==> src/rtl/ro_measure_scheduler_if.sv <==
// rtl/ro_measure_scheduler_if.sv - challenge request / response handshake bundle for the RO PUF scheduler
interface ro_measure_scheduler_if #(
  parameter int NUM_RO = 9
);
  logic              req_valid;
  logic [7:0]        req_challenge;
  logic              req_ready;
  logic              resp_valid;
  logic [NUM_RO-2:0] resp_data;
  logic              resp_ready;

  modport master (
    output req_valid, req_challenge, resp_ready,
    input  req_ready, resp_valid, resp_data
  );

  modport slave (
    input  req_valid, req_challenge, resp_ready,
    output req_ready, resp_valid, resp_data
  );
endinterface

==> src/rtl/ro_measure_scheduler.sv <==
// rtl/ro_measure_scheduler.sv - sequences one ring-oscillator PUF evaluation over a shared edge counter
module ro_measure_scheduler #(
  parameter int NUM_RO = 9,
  parameter int CNT_W  = 16,
  parameter int WINDOW = 65535,
  parameter int SETTLE = 4
) (
  input  logic                      count_clk,
  input  logic                      reset,
  ro_measure_scheduler_if.slave     bus,
  input  logic                      abort,
  output logic [7:0]                ro_challenge,
  output logic [$clog2(NUM_RO)-1:0] ro_sel,
  output logic                      ro_en,
  output logic                      cnt_clr,
  input  logic [CNT_W-1:0]          cnt_value,
  output logic                      busy
);
  localparam int SEL_W = $clog2(NUM_RO);
  localparam int TW    = $clog2(WINDOW + SETTLE + 2);
  localparam logic [TW-1:0]    GATE_LAST    = TW'(WINDOW - 1);
  localparam logic [TW-1:0]    SETTLE_LAST  = TW'((SETTLE > 0) ? SETTLE - 1 : 0);
  localparam logic [TW-1:0]    CAPTURE_LAST = TW'(SETTLE);
  localparam logic [SEL_W-1:0] SEL_LAST     = SEL_W'(NUM_RO - 1);

  typedef enum logic [2:0] {
    S_IDLE, S_CLEAR, S_SETTLE, S_GATE, S_CAPTURE, S_COMPARE, S_HOLD
  } state_t;

  state_t            state, state_d;
  logic [TW-1:0]     timer, timer_d;
  logic [SEL_W-1:0]  sel_d;
  logic [7:0]        challenge_d;
  logic              capture;
  logic [CNT_W-1:0]  count [NUM_RO];
  logic [NUM_RO-2:0] cmp;

  assign bus.req_ready = (state == S_IDLE);

  always_comb begin
    cmp = '0;
    for (int i = 0; i < NUM_RO - 1; i++) begin
      cmp[i] = (count[i] > count[i+1]);
    end
  end

  // timer restarts at zero on every entry into SETTLE, GATE and CAPTURE
  always_comb begin
    state_d     = state;
    timer_d     = timer;
    sel_d       = ro_sel;
    challenge_d = ro_challenge;
    capture     = 1'b0;
    unique case (state)
      S_IDLE: begin
        if (bus.req_valid) begin
          challenge_d = bus.req_challenge;
          sel_d       = '0;
          state_d     = S_CLEAR;
        end
      end
      S_CLEAR: begin
        timer_d = '0;
        state_d = (SETTLE == 0) ? S_GATE : S_SETTLE;
      end
      S_SETTLE: begin
        if (timer == SETTLE_LAST) begin
          timer_d = '0;
          state_d = S_GATE;
        end else begin
          timer_d = timer + TW'(1);
        end
      end
      S_GATE: begin
        if (timer == GATE_LAST) begin
          timer_d = '0;
          state_d = S_CAPTURE;
        end else begin
          timer_d = timer + TW'(1);
        end
      end
      S_CAPTURE: begin
        if (timer == CAPTURE_LAST) begin
          capture = 1'b1;
          if (ro_sel == SEL_LAST) begin
            state_d = S_COMPARE;
          end else begin
            sel_d   = ro_sel + SEL_W'(1);
            state_d = S_CLEAR;
          end
        end else begin
          timer_d = timer + TW'(1);
        end
      end
      S_COMPARE: state_d = S_HOLD;
      S_HOLD: begin
        if (bus.resp_ready) begin
          state_d = S_IDLE;
        end
      end
      default: state_d = S_IDLE;
    endcase
    if (abort && state != S_IDLE && state != S_HOLD) begin
      state_d = S_IDLE;
      sel_d   = ro_sel;
      capture = 1'b0;
    end
  end

  always_ff @(posedge count_clk or posedge reset) begin
    if (reset) begin
      state          <= S_IDLE;
      timer          <= '0;
      ro_sel         <= '0;
      ro_challenge   <= '0;
      ro_en          <= 1'b0;
      cnt_clr        <= 1'b0;
      busy           <= 1'b0;
      bus.resp_valid <= 1'b0;
      bus.resp_data  <= '0;
      for (int i = 0; i < NUM_RO; i++) begin
        count[i] <= '0;
      end
    end else begin
      state          <= state_d;
      timer          <= timer_d;
      ro_sel         <= sel_d;
      ro_challenge   <= challenge_d;
      ro_en          <= (state_d == S_GATE);
      cnt_clr        <= (state_d == S_CLEAR);
      busy           <= (state_d != S_IDLE);
      bus.resp_valid <= (state_d == S_HOLD);
      if (capture) begin
        count[ro_sel] <= cnt_value;
      end
      if (state == S_COMPARE && state_d == S_HOLD) begin
        bus.resp_data <= cmp;
      end
    end
  end
endmodule

==> src/flat_wrapper.sv <==
// flat-port wrapper written by rule: the top's interface ports become plain ports
module ro_measure_scheduler_flat 
#(
  parameter int NUM_RO = 9,
  parameter int CNT_W  = 16,
  parameter int WINDOW = 65535,
  parameter int SETTLE = 4
)
  (count_clk, reset, abort, ro_challenge, ro_sel, ro_en, cnt_clr, cnt_value, busy, bus_req_valid, bus_req_challenge, bus_resp_ready, bus_req_ready, bus_resp_valid, bus_resp_data);
  ro_measure_scheduler_if #(.NUM_RO(NUM_RO)) bus_i ();
  input  logic count_clk;
  input  logic reset;
  input  logic abort;
  output logic [7:0] ro_challenge;
  output logic [$clog2(NUM_RO)-1:0] ro_sel;
  output logic ro_en;
  output logic cnt_clr;
  input  logic [CNT_W-1:0] cnt_value;
  output logic busy;
  input wire logic [$bits(bus_i.req_valid)-1:0] bus_req_valid;
  input wire logic [$bits(bus_i.req_challenge)-1:0] bus_req_challenge;
  input wire logic [$bits(bus_i.resp_ready)-1:0] bus_resp_ready;
  output wire logic [$bits(bus_i.req_ready)-1:0] bus_req_ready;
  output wire logic [$bits(bus_i.resp_valid)-1:0] bus_resp_valid;
  output wire logic [$bits(bus_i.resp_data)-1:0] bus_resp_data;
  assign bus_i.req_valid = bus_req_valid;
  assign bus_i.req_challenge = bus_req_challenge;
  assign bus_i.resp_ready = bus_resp_ready;
  assign bus_req_ready = bus_i.req_ready;
  assign bus_resp_valid = bus_i.resp_valid;
  assign bus_resp_data = bus_i.resp_data;
  ro_measure_scheduler #(.NUM_RO(NUM_RO), .CNT_W(CNT_W), .WINDOW(WINDOW), .SETTLE(SETTLE)) u_core (.count_clk(count_clk), .reset(reset), .bus(bus_i), .abort(abort), .ro_challenge(ro_challenge), .ro_sel(ro_sel), .ro_en(ro_en), .cnt_clr(cnt_clr), .cnt_value(cnt_value), .busy(busy));
endmodule
==> config.mk <==
export PLATFORM = sky130hd
export DESIGN_NAME = ro_measure_scheduler_flat
export DESIGN_NICKNAME = d
export VERILOG_FILES = /design/src/rtl/ro_measure_scheduler_if.sv /design/src/rtl/ro_measure_scheduler.sv /design/src/flat_wrapper.sv
export SDC_FILE = /design/constraint.sdc
export NUM_CORES = 1
export LEC_CHECK = 0
export CORE_UTILIZATION = 66
export CTS_CLUSTER_DIAMETER = 60
export DETAILED_ROUTE_END_ITERATION = 10
export GPL_ROUTABILITY_DRIVEN = 0
export PLACE_DENSITY = 0.86
export SETUP_SLACK_MARGIN = 0.4
export SLEW_MARGIN = 20
export SYNTH_ARGS = -nofsm -noshare
export SYNTH_HDL_FRONTEND = slang
export SYNTH_SLANG_ARGS = --single-unit
==> constraint.sdc <==
create_clock -name count_clk -period 10.9 [get_ports count_clk]
set_input_delay 1.09 -clock count_clk [delete_from_list [all_inputs] [get_ports count_clk]]
set_output_delay 1.09 -clock count_clk [all_outputs]
set_load 0.03 [all_outputs]
==> flow_summary_export.csv <==
group,metric,value,unit
status,status,"finished clean",
yosys,synth_xor_area_share,1.28,%
die,die_width,131,um
drt,drtAntennaViolNets,0,
grt,grt_pass1_wl,37.2,mm
timing,finClkSkew,0.00987,ns
critical_path,cp_max_fo,9,
timing,tightest_slew,0.905,ns
timing,slew_headroom,39.5,%
placed_design,dp_hpwl,16.0,mm
clock_tree,clk_latency,0.44,ns
yosys,yosysSeqAreaShare,43.1,%
die,start_util,68.2,%
die,ioPinCount,54,
yosys,synth-main-ff-cell,"dfrtp_1",
clock_tree,htree_num_levels,4,
critical_path,cpPeakStageDelay,0.68,ns
die,row_count,46,
yosys,synth-compound-area-share,7.70,%
timing,drv_slew,0,
clock_tree,cts_buffer_depth,2,
yosys,syn-num-nets,1125,
layout,layout.nets,1182,
timing,period_needed,3.18,ns
timing,max_freq,314,MHz
yosys,synth_top_area_share,43.1,%
grt,antenna_found_initial,0,
drt,post_drt_via_cell_ratio,5.95,
yosys,synth_edf_count,0,
yosys,synth_simple_gate_area_share,9.75,%
drt,drt_iter0_drc,365,
layout,area_growth,12.2,%
critical_path,slowest_stage,"clkdlybuf4s50_1",
clock_tree,cts_resized,0,
clock_tree,cts_tree,"yes",
drt,vias,7410,
drt,wl,22.2,mm
yosys,yosysUniqueCellTypes,48,
placed_design,dp_cells,1215,
yosys,async_flop_share,100,%
yosys,synth_top_area_cell,"dfrtp_1",
clock_tree,cts_hold_buf,0,
clock_tree,clkSlewWorstSetupHoldPaths,0.06,ns
pwr,peakVddDrop,0.124,mV
critical_path,startpoint_type,"flop",
placed_design,io_buffers,53,
timing,setup_viol,0,
clock_tree,post_cts_buffers,0,
die,core_area,16000,um^2
yosys,synth-warning-count,0,
critical_path,required,9.81,ns
clock_tree,numCtsBuffers,17,
clock_tree,cts.sinks,188,
flow_run,drv_cap,0,
die,die_height,131,um
timing,fin_setup_tns,0,ns
die,dieArea,17100,um^2
grt,grt_max_degree,129,
yosys,yosys-top-cells-area,"dfrtp_1 (43%), ha_1 (15%), mux2_2 (12%), mux2_4 (5.5%), inv_1 (4.8%)",
hold_path,hold_path_class,"reg2reg",
timing,post-route-period-util,29.2,%
layout,fill_cells,1060,
layout,drive_gt1_share,19.4,%
pwr,power_density,133,nW/um^2
pwr,p_leak,6.20,nW
critical_path,crit_chain,"or2_2 -> nor2_1 -> clkdlybuf4s50_1",
clock_tree,cts-root-buf,"clkbuf_16",
drt,drc,0,
yosys,synth_area,10900,um^2
drt,drt_pass1_iterations,4,
timing,rsz0062_at_grt,"false",
yosys,synth_mux_area_share,17.1,%
yosys,synth_top_family_by_area,"multiplexers",
grt,overflow,0,
critical_path,endpoint_kind,"output pin",
critical_path,arrival,2.09,ns
critical_path,crit_type,"reg2out",
pwr,p_total,0.00163,W
grt,track_usage,28.4,%
layout,stdcell_count,1246,
yosys,synthAdderAreaFrac,15.5,%
yosys,avgSynthCellArea,11.4,um^2
timing,hold_viol_final,0,
critical_path,cp_num_buf_inv,1,
layout,diodes,0,
critical_path,critical_path.top_delay_family,"buffers and inverters",
drt,wl_per_cell,17.8,um
yosys,synthCells,961,
grt,first_global_vias,7732,
yosys,ys_seq_elements,188,
## registers in the layout, indices dropped and copies added (netlist names)
register	count
u_core.ro_challenge	8
u_core.count	144
u_core.state	3
u_core.busy	1
u_core.timer	17
u_core.bus.resp_valid	1
u_core.ro_sel	4
u_core.ro_en	1
u_core.cnt_clr	1
u_core.bus.resp_data	8
## report_power, final
| group | leakage [nW] | internal [W] | switching [W] |
|---|---|---|---|
| sequential | 2.60 | 0.000726 | 0.0000246 |
| combinational | 3.31 | 0.0000916 | 0.000145 |
| clock | 0.290 | 0.000370 | 0.000269 |
| total | 6.20 | 0.00119 | 0.000439 |
## cell type report
class / instances / area (um^2) / share of cell area, %
clock inverters: 12 / 146 / 1.20
clock buffers: 19 / 453 / 3.70
well taps: 216 / 270 / 2.21
multi-input cells: 617 / 5600 / 45.7
repair buffers: 55 / 546 / 4.45
flip-flops and latches: 188 / 4700 / 38.4
inverters: 139 / 529 / 4.32
## placed cells by master, fill, tap and decap left out, drive strengths merged, types with 4 or more instances in the layout
| cell | synthesis | routed |
|---|---|---|
| a2111oi | 9 | 9 |
| mux2 | 152 | 152 |
| clkdlybuf4s50 | 0 | 53 |
| nor2 | 45 | 45 |
| dfrtp | 188 | 188 |
| xor2 | 13 | 13 |
| nand2 | 32 | 32 |
| nor4 | 11 | 11 |
| nand4 | 42 | 42 |
| o211ai | 8 | 8 |
| nand3 | 18 | 18 |
| and3 | 5 | 5 |
| and4 | 4 | 4 |
| a22o | 8 | 8 |
| a211oi | 8 | 8 |
| a21oi | 42 | 42 |
| ha | 135 | 135 |
| a21o | 25 | 25 |
| clkbuf | 11 | 19 |
| o21ai | 12 | 12 |
| inv | 139 | 139 |
| o31ai | 8 | 8 |
| nor2b | 10 | 10 |
| clkinv | 0 | 6 |
## routing by layer
metal / global-route usage, % / wire length, um
met2: 48.1 / 10900
met1: 36.7 / 10100
met5: 0 / 0
met3: 5.29 / 778
met4: 9.94 / 463
## kinds of logic after synthesis
kind of cell / count (synthesis)
AOI/OAI and AO/OA: 127
xor gates and xnor gates: 16
adders and majority gates: 135
buffers and inverters: 156
DFF: 188
muxes: 152
and+or+nand+nor: 187
## synthesized netlist by cell type, types with 9 or more instances
cell type / n
dfrtp_1: 188
nand2_1: 28
a2111oi_0: 9
nor2b_1: 10
a21oi_1: 42
nand4_1: 41
xor2_1: 13
inv_1: 139
mux2_4: 40
nand3_1: 18
nor2_1: 45
mux2_2: 112
o21ai_0: 11
a21o_1: 25
clkbuf_1: 11
ha_1: 135
## through the flow
stage                     utilization (%)  area [um^2]  hold WS (ns)  setup slack, ns
after global placement               72.8        11600         0.489             7.81
after CTS                            76.5        12200         0.509             7.72
after floorplan                         -        10900         0.481             4.70
after global routing                 76.6        12200         0.514             7.68
final                                76.6        12200         0.502             7.72
after detailed placement             72.8        11600         0.494             7.76
## worst paths after layout
| kind | cells past startpoint | from | slack [ns] | endpoint |
|---|---|---|---|---|
| min in group asynchronous | 2 | reset | 1.25 | u_core.count[1]$_DFFE_PP0P_ |
| max reg2reg | 6 | u_core.state[1]$_DFF_PP0_ | 8.05 | u_core.count[130]$_DFFE_PP0P_ |
| max in group asynchronous | 3 | reset | 8.38 | u_core.bus.resp_data[2]$_DFFE_PP0P_ |
| min | 1 | u_core.ro_challenge[0]$_DFFE_PP0P_ | 0.50 | u_core.ro_challenge[0]$_DFFE_PP0P_ |
| max | 3 | u_core.state[1]$_DFF_PP0_ | 7.72 | bus_req_ready |
| min reg2reg | 1 | u_core.ro_challenge[0]$_DFFE_PP0P_ | 0.50 | u_core.ro_challenge[0]$_DFFE_PP0P_ |
## worst reg2reg max path: cells and delay by family (launching register included)
family,cells,cell delay (ns)
DFF,1,0.49
muxes,1,0.38
and+or+nand+nor,5,1.87
(Power assumes the default switching activity.)
